File: src/rtl/layer_pkg.sv
// layer_pkg: shared state encoding and default sizing for the layer host sequencer.
package layer_pkg;
    localparam int DEF_ADDR_WIDTH  = 10;
    localparam int DEF_DATA_WIDTH  = 16;
    localparam int DEF_VECTOR_LEN  = 16;
    localparam int DEF_NUM_NEURONS = 16;

    typedef enum logic [3:0] {
        S_IDLE,
        S_LOAD_TOK,
        S_LOAD_WGT,
        S_START,
        S_WAIT_DONE,
        S_RD_ISSUE,
        S_RD_WAIT,
        S_RD_OUT,
        S_FINISH
    } seq_state_t;
endpackage

File: src/rtl/layer_host_sequencer.sv
// layer_host_sequencer: streams tokens/weights into accelerator memories, starts a layer,
// then drains the result memory onto a valid/ready stream.
module layer_host_sequencer
    import layer_pkg::*;
#(
    parameter int ADDR_WIDTH  = DEF_ADDR_WIDTH,
    parameter int DATA_WIDTH  = DEF_DATA_WIDTH,
    parameter int VECTOR_LEN  = DEF_VECTOR_LEN,
    parameter int NUM_NEURONS = DEF_NUM_NEURONS
) (
    input  logic                    clk,
    input  logic                    rst,
    input  logic                    cmd_go,
    input  logic                    in_valid,
    output logic                    in_ready,
    input  logic [DATA_WIDTH-1:0]   in_data,
    output logic                    out_valid,
    input  logic                    out_ready,
    output logic [2*DATA_WIDTH-1:0] out_data,
    output logic                    out_last,
    output logic                    token_wr_en,
    output logic [ADDR_WIDTH-1:0]   token_wr_addr,
    output logic [DATA_WIDTH-1:0]   token_wr_data,
    output logic                    weight_wr_en,
    output logic [ADDR_WIDTH-1:0]   weight_wr_addr,
    output logic [DATA_WIDTH-1:0]   weight_wr_data,
    output logic                    start,
    input  logic                    layer_busy,
    input  logic                    layer_done,
    output logic                    result_rd_en,
    output logic [ADDR_WIDTH-1:0]   result_rd_addr,
    input  logic [2*DATA_WIDTH-1:0] result_rd_data,
    output logic                    seq_busy,
    output logic                    job_done
);
    localparam int TOTAL = VECTOR_LEN * NUM_NEURONS;
    localparam int CW    = $clog2(TOTAL + 1);
    localparam logic [CW-1:0] TOK_LAST = CW'(VECTOR_LEN - 1);
    localparam logic [CW-1:0] WGT_LAST = CW'(TOTAL - 1);
    localparam logic [CW-1:0] RES_LAST = CW'(NUM_NEURONS - 1);

    seq_state_t state, state_nxt;
    logic [CW-1:0] cnt, cnt_nxt, idx, idx_nxt;
    logic accept;
    logic unused_busy;

    assign unused_busy = layer_busy;

    always_ff @(posedge clk) begin
        if (!rst) begin
            state    <= S_IDLE;
            cnt      <= '0;
            idx      <= '0;
            out_data <= '0;
        end else begin
            state <= state_nxt;
            cnt   <= cnt_nxt;
            idx   <= idx_nxt;
            if (state == S_RD_WAIT)
                out_data <= result_rd_data;
        end
    end

    always_comb begin
        state_nxt = state;
        cnt_nxt   = cnt;
        idx_nxt   = idx;
        case (state)
            S_IDLE: if (cmd_go) begin
                state_nxt = S_LOAD_TOK;
                cnt_nxt   = '0;
            end
            S_LOAD_TOK: if (accept) begin
                state_nxt = (cnt == TOK_LAST) ? S_LOAD_WGT : S_LOAD_TOK;
                cnt_nxt   = (cnt == TOK_LAST) ? '0 : cnt + 1'b1;
            end
            S_LOAD_WGT: if (accept) begin
                state_nxt = (cnt == WGT_LAST) ? S_START : S_LOAD_WGT;
                cnt_nxt   = (cnt == WGT_LAST) ? '0 : cnt + 1'b1;
            end
            S_START: state_nxt = S_WAIT_DONE;
            S_WAIT_DONE: if (layer_done) begin
                state_nxt = S_RD_ISSUE;
                idx_nxt   = '0;
            end
            S_RD_ISSUE: state_nxt = S_RD_WAIT;
            S_RD_WAIT:  state_nxt = S_RD_OUT;
            S_RD_OUT: if (out_ready) begin
                state_nxt = out_last ? S_FINISH : S_RD_ISSUE;
                idx_nxt   = out_last ? idx : idx + 1'b1;
            end
            S_FINISH: state_nxt = S_IDLE;
            default:  state_nxt = S_IDLE;
        endcase
    end

    // Address/data buses are gated so every output rests at zero outside its active beat.
    assign in_ready       = (state == S_LOAD_TOK) || (state == S_LOAD_WGT);
    assign accept         = in_ready && in_valid;
    assign token_wr_en    = accept && (state == S_LOAD_TOK);
    assign token_wr_addr  = token_wr_en ? ADDR_WIDTH'(cnt) : '0;
    assign token_wr_data  = token_wr_en ? in_data : '0;
    assign weight_wr_en   = accept && (state == S_LOAD_WGT);
    assign weight_wr_addr = weight_wr_en ? ADDR_WIDTH'(cnt) : '0;
    assign weight_wr_data = weight_wr_en ? in_data : '0;
    assign start          = state == S_START;
    assign result_rd_en   = state == S_RD_ISSUE;
    assign result_rd_addr = result_rd_en ? ADDR_WIDTH'(idx) : '0;
    assign out_valid      = state == S_RD_OUT;
    assign out_last       = out_valid && (idx == RES_LAST);
    assign seq_busy       = state != S_IDLE;
    assign job_done       = state == S_FINISH;
endmodule

File: config.mk
export PLATFORM = sky130hd
export DESIGN_NAME = layer_host_sequencer
export DESIGN_NICKNAME = d
export VERILOG_FILES = /design/src/rtl/layer_pkg.sv /design/src/rtl/layer_host_sequencer.sv
export SDC_FILE = /design/constraint.sdc
export NUM_CORES = 1
export LEC_CHECK = 0
export ABC_AREA = 1
export BUFFER_PORTS_ARGS = -buffer_cell sky130_fd_sc_hd__buf_2
export CELL_PAD_IN_SITES_DETAIL_PLACEMENT = 1
export CELL_PAD_IN_SITES_GLOBAL_PLACEMENT = 1
export CORE_UTILIZATION = 26
export CTS_CLUSTER_SIZE = 30
export DETAILED_ROUTE_END_ITERATION = 7
export PLACE_DENSITY_LB_ADDON = 0.2
export SYNTH_ARGS = -nofsm -noshare
export SYNTH_HDL_FRONTEND = slang
export SYNTH_SLANG_ARGS = --single-unit
export TNS_END_PERCENT = 5
File: constraint.sdc
create_clock -name clk -period 1.77 [get_ports clk]
set_clock_uncertainty 0.15 [all_clocks]
set_input_delay 0.177 -clock clk [delete_from_list [all_inputs] [get_ports clk]]
set_output_delay 0.177 -clock clk [all_outputs]
set_load 0.01 [all_outputs]
==> results_dict.tcl <==
set metrics [dict create \
    avgRoutedWirePerCell_um 13.4 \
    ant_diodes 0 \
    place.detailed.hpwl_mm 7.34 \
    cts.sinks 54 \
    num-fill-cells 1454 \
    finalWeightedCongestion 0.757 \
    cp_slowest_cell "dfxtp_4" \
    drt_iter0_drc 89 \
    final_slew_violations 0 \
    crit_type "flop to primary output" \
    placed_cell_areas_um2 3980 \
    starting_density_pct 26.7 \
    hold_violations 0 \
    p_leak_nw 2.56 \
    area_growth_pct 73.8 \
    worst_ep_required_time_ps 1440 \
    dieArea_um2 11600 \
    rsz0062_at_grt "true" \
    post_synth.cell_area_avg_um2 6.19 \
    globalRoute.totalOverflow 0 \
    max-cap-violations 0 \
    antenna_left 0 \
    synthesis.instances 470 \
    cts_tree "done" \
    final_cell_area_um2 5050 \
    top_library_cells_by_usage_in_the_layout_fill_and_taps_aside "buf_2, nor2_1, nand2_1, inv_1, dfxtp_1" \
    min_from "rst" \
    post_synth_instance_area_um2 2910 \
    setup_crit_start "state[0]" \
    finalCoreUtilization_pct 46.4 \
    worstSetupStartpointType "flop" \
    timing.fmax_ghz 0.537 \
    detail_route.wirelength_mm 11.2 \
    timing.rr.start "cnt[1]" \
    die_height_um 108 \
    viasPerCell 4.42 \
    setup_viol 55 \
    grt.total_usage_pct 18.1 \
    tightest_slew_ps 565 \
    synth.distinct_cells 25 \
    cpPeakStageDelay_ps 380 \
    violations_in_the_final_reports "negative setup slack" \
    placementRows 38 \
    core-area_um2 10900 \
    htreeDepth 2 \
    number_of_global_route_vias_before_repair 3714 \
    num-nets-final 755 \
    worst_slew_margin_rel_pct 62.3 \
    outcome "finished with violations" \
    antenna_found_initial 0 \
    drc_errors 0 \
    port_buffers 153 \
    drive_above_1_share_pct 45.3 \
    worst_min_path_class "input pin to flop" \
    power.density_nw_per_um2 481 \
    ys_ff_latch 54 \
    dieWidth_um 108 \
    tritoncts.num_buffers 5 \
    synth.yosys.seq_area_share_pct 37.2 \
    layout_commonest_cell "buf_2" \
    boundaryPins 158 \
    yosysWarnings 0 \
    crit_top_cell "nor2_4" \
    crit_path_max_fanout 6 \
    max-clock-path-buffers 2 \
    min_period_ps 1860 \
    post_route_clock_period_utilization_pct 105 \
    insertion_delay_ps 300 \
    final.setup.worst_slack_ps -92.4 \
    arrival_ps 1540 \
    worst_setup_ep_type "primary output" \
    power.ir.vdd_worst_mv 0.324 \
    drtPass1Iterations 4 \
    clkTransAtPathRegs_ps 100 \
    clock_root_buffer "clkbuf_8" \
    crit_path_cell_trace "inv_4, nor2_4, inv_2, nor2_4, inv_2, nor2_4, buf_12, inv_4, nor2_2, buf_2" \
    largest_net_degree_at_the_start_of_global_routing 34 \
    via_count 3702 \
    grt_pass1_wl_mm 16.9 \
]
==> synth_stat cells <==
library cell  instances  area [µm²]
a21oi_1              20         100
buf_2                 2        10.0
buf_4                 5        37.5
buf_6                 1        11.3
clkbuf_1             11        41.3
conb_1                1        3.75
dfxtp_1              54        1080
ha_1                  4        50.1
inv_1                54         203
inv_2                11        41.3
nand2_1              72         270
nand2_2               4        25.0
nand3_1              18        90.1
nand3_2               1        10.0
nand3_4               1        17.5
nand3b_1              1        7.51
nand4_1               3        18.8
nor2_1              152         571
nor2_2                7        43.8
nor2_4                3        33.8
nor3_1                5        25.0
nor4_1                1        6.26
o21ai_0              30         150
o21ai_1               5        25.0
xor2_1                4        35.0
==> state kept, by name (all words and copies together) (netlist names) <==
signal / cells
cnt: 9
idx: 9
state: 4
out_data: 32
==> critical path, delay by kind of cell (launching register included) <==
kind	cells	cell delay [ps]
simple gates	4	350
flops	1	380
buf+inv	6	510
==> stage by stage <==
stage	std cells	TNS, ps	setup slack, ps	total power [mW]	hold WS (ps)
2_1_floorplan	472	0	4.30	1.42	162
3_3_place_gp	773	-864	-142	1.56	249
3_5_place_dp	773	-1750	-233	1.57	256
4_1_cts	832	-5790	-112	2.44	98.3
5_1_grt	837	-10500	-197	2.55	119
6_report	837	-3780	-92.4	2.43	110
==> routing by layer <==
metal  up-vias  GRT usage (%)  wire length [µm]
li1       1881              -                 -
met3         6           3.81               605
met1      1716           20.2              4710
met2        99           34.6              5830
met4         0           4.11               101
met5         -              0                 0
==> final timing paths <==
path / endpoint / slack, ps / depth (start not counted)
setup / recovery: token_wr_data[0] / -90 / 10
hold / removal: idx[0] / 110 / 3
setup reg to reg: cnt[8] / -60 / 12
hold reg to reg: idx[4] / 340 / 2
==> report_power, final <==
part / leakage, nW / switching (mW) / internal (mW)
clock: 0.0472 / 0.419 / 0.316
combinational: 2.08 / 0.250 / 0.215
sequential: 0.438 / 0.00793 / 1.22
total: 2.56 / 0.677 / 1.75
==> timing repair <==
item,in CTS,in global routing
pin swaps,11,14
hold endpoints to repair,32,0
gates resized for setup,49,77
setup endpoints to repair,72,88
hold buffers,32,0
cloned,2,3
setup buffers,17,3
==> area by class of cell <==
class	instances	area, µm²	area share (%)
Timing Repair inverter	2	17.5	0.347
Clock inverter	2	12.5	0.248
Inverter	65	262	5.17
Clock buffer	6	82.6	1.63
Timing Repair Buffer	234	1590	31.5
Sequential cell	54	1090	21.6
Multi-Input combinational cell	334	1820	36.0
Tap cell	140	175	3.47
==> kinds of logic after synthesis <==
group | Yosys count | synth area share [%]
xor gates and xnor gates | 4 | 1.20
adders and majority gates | 4 | 1.72
buffers and inverters | 84 | 11.8
other | 1 | 0.129
DFF | 54 | 37.2
AOI/OAI and AO/OA | 55 | 9.47
and+or+nand+nor | 268 | 38.5
(Power assumes the default switching activity.)
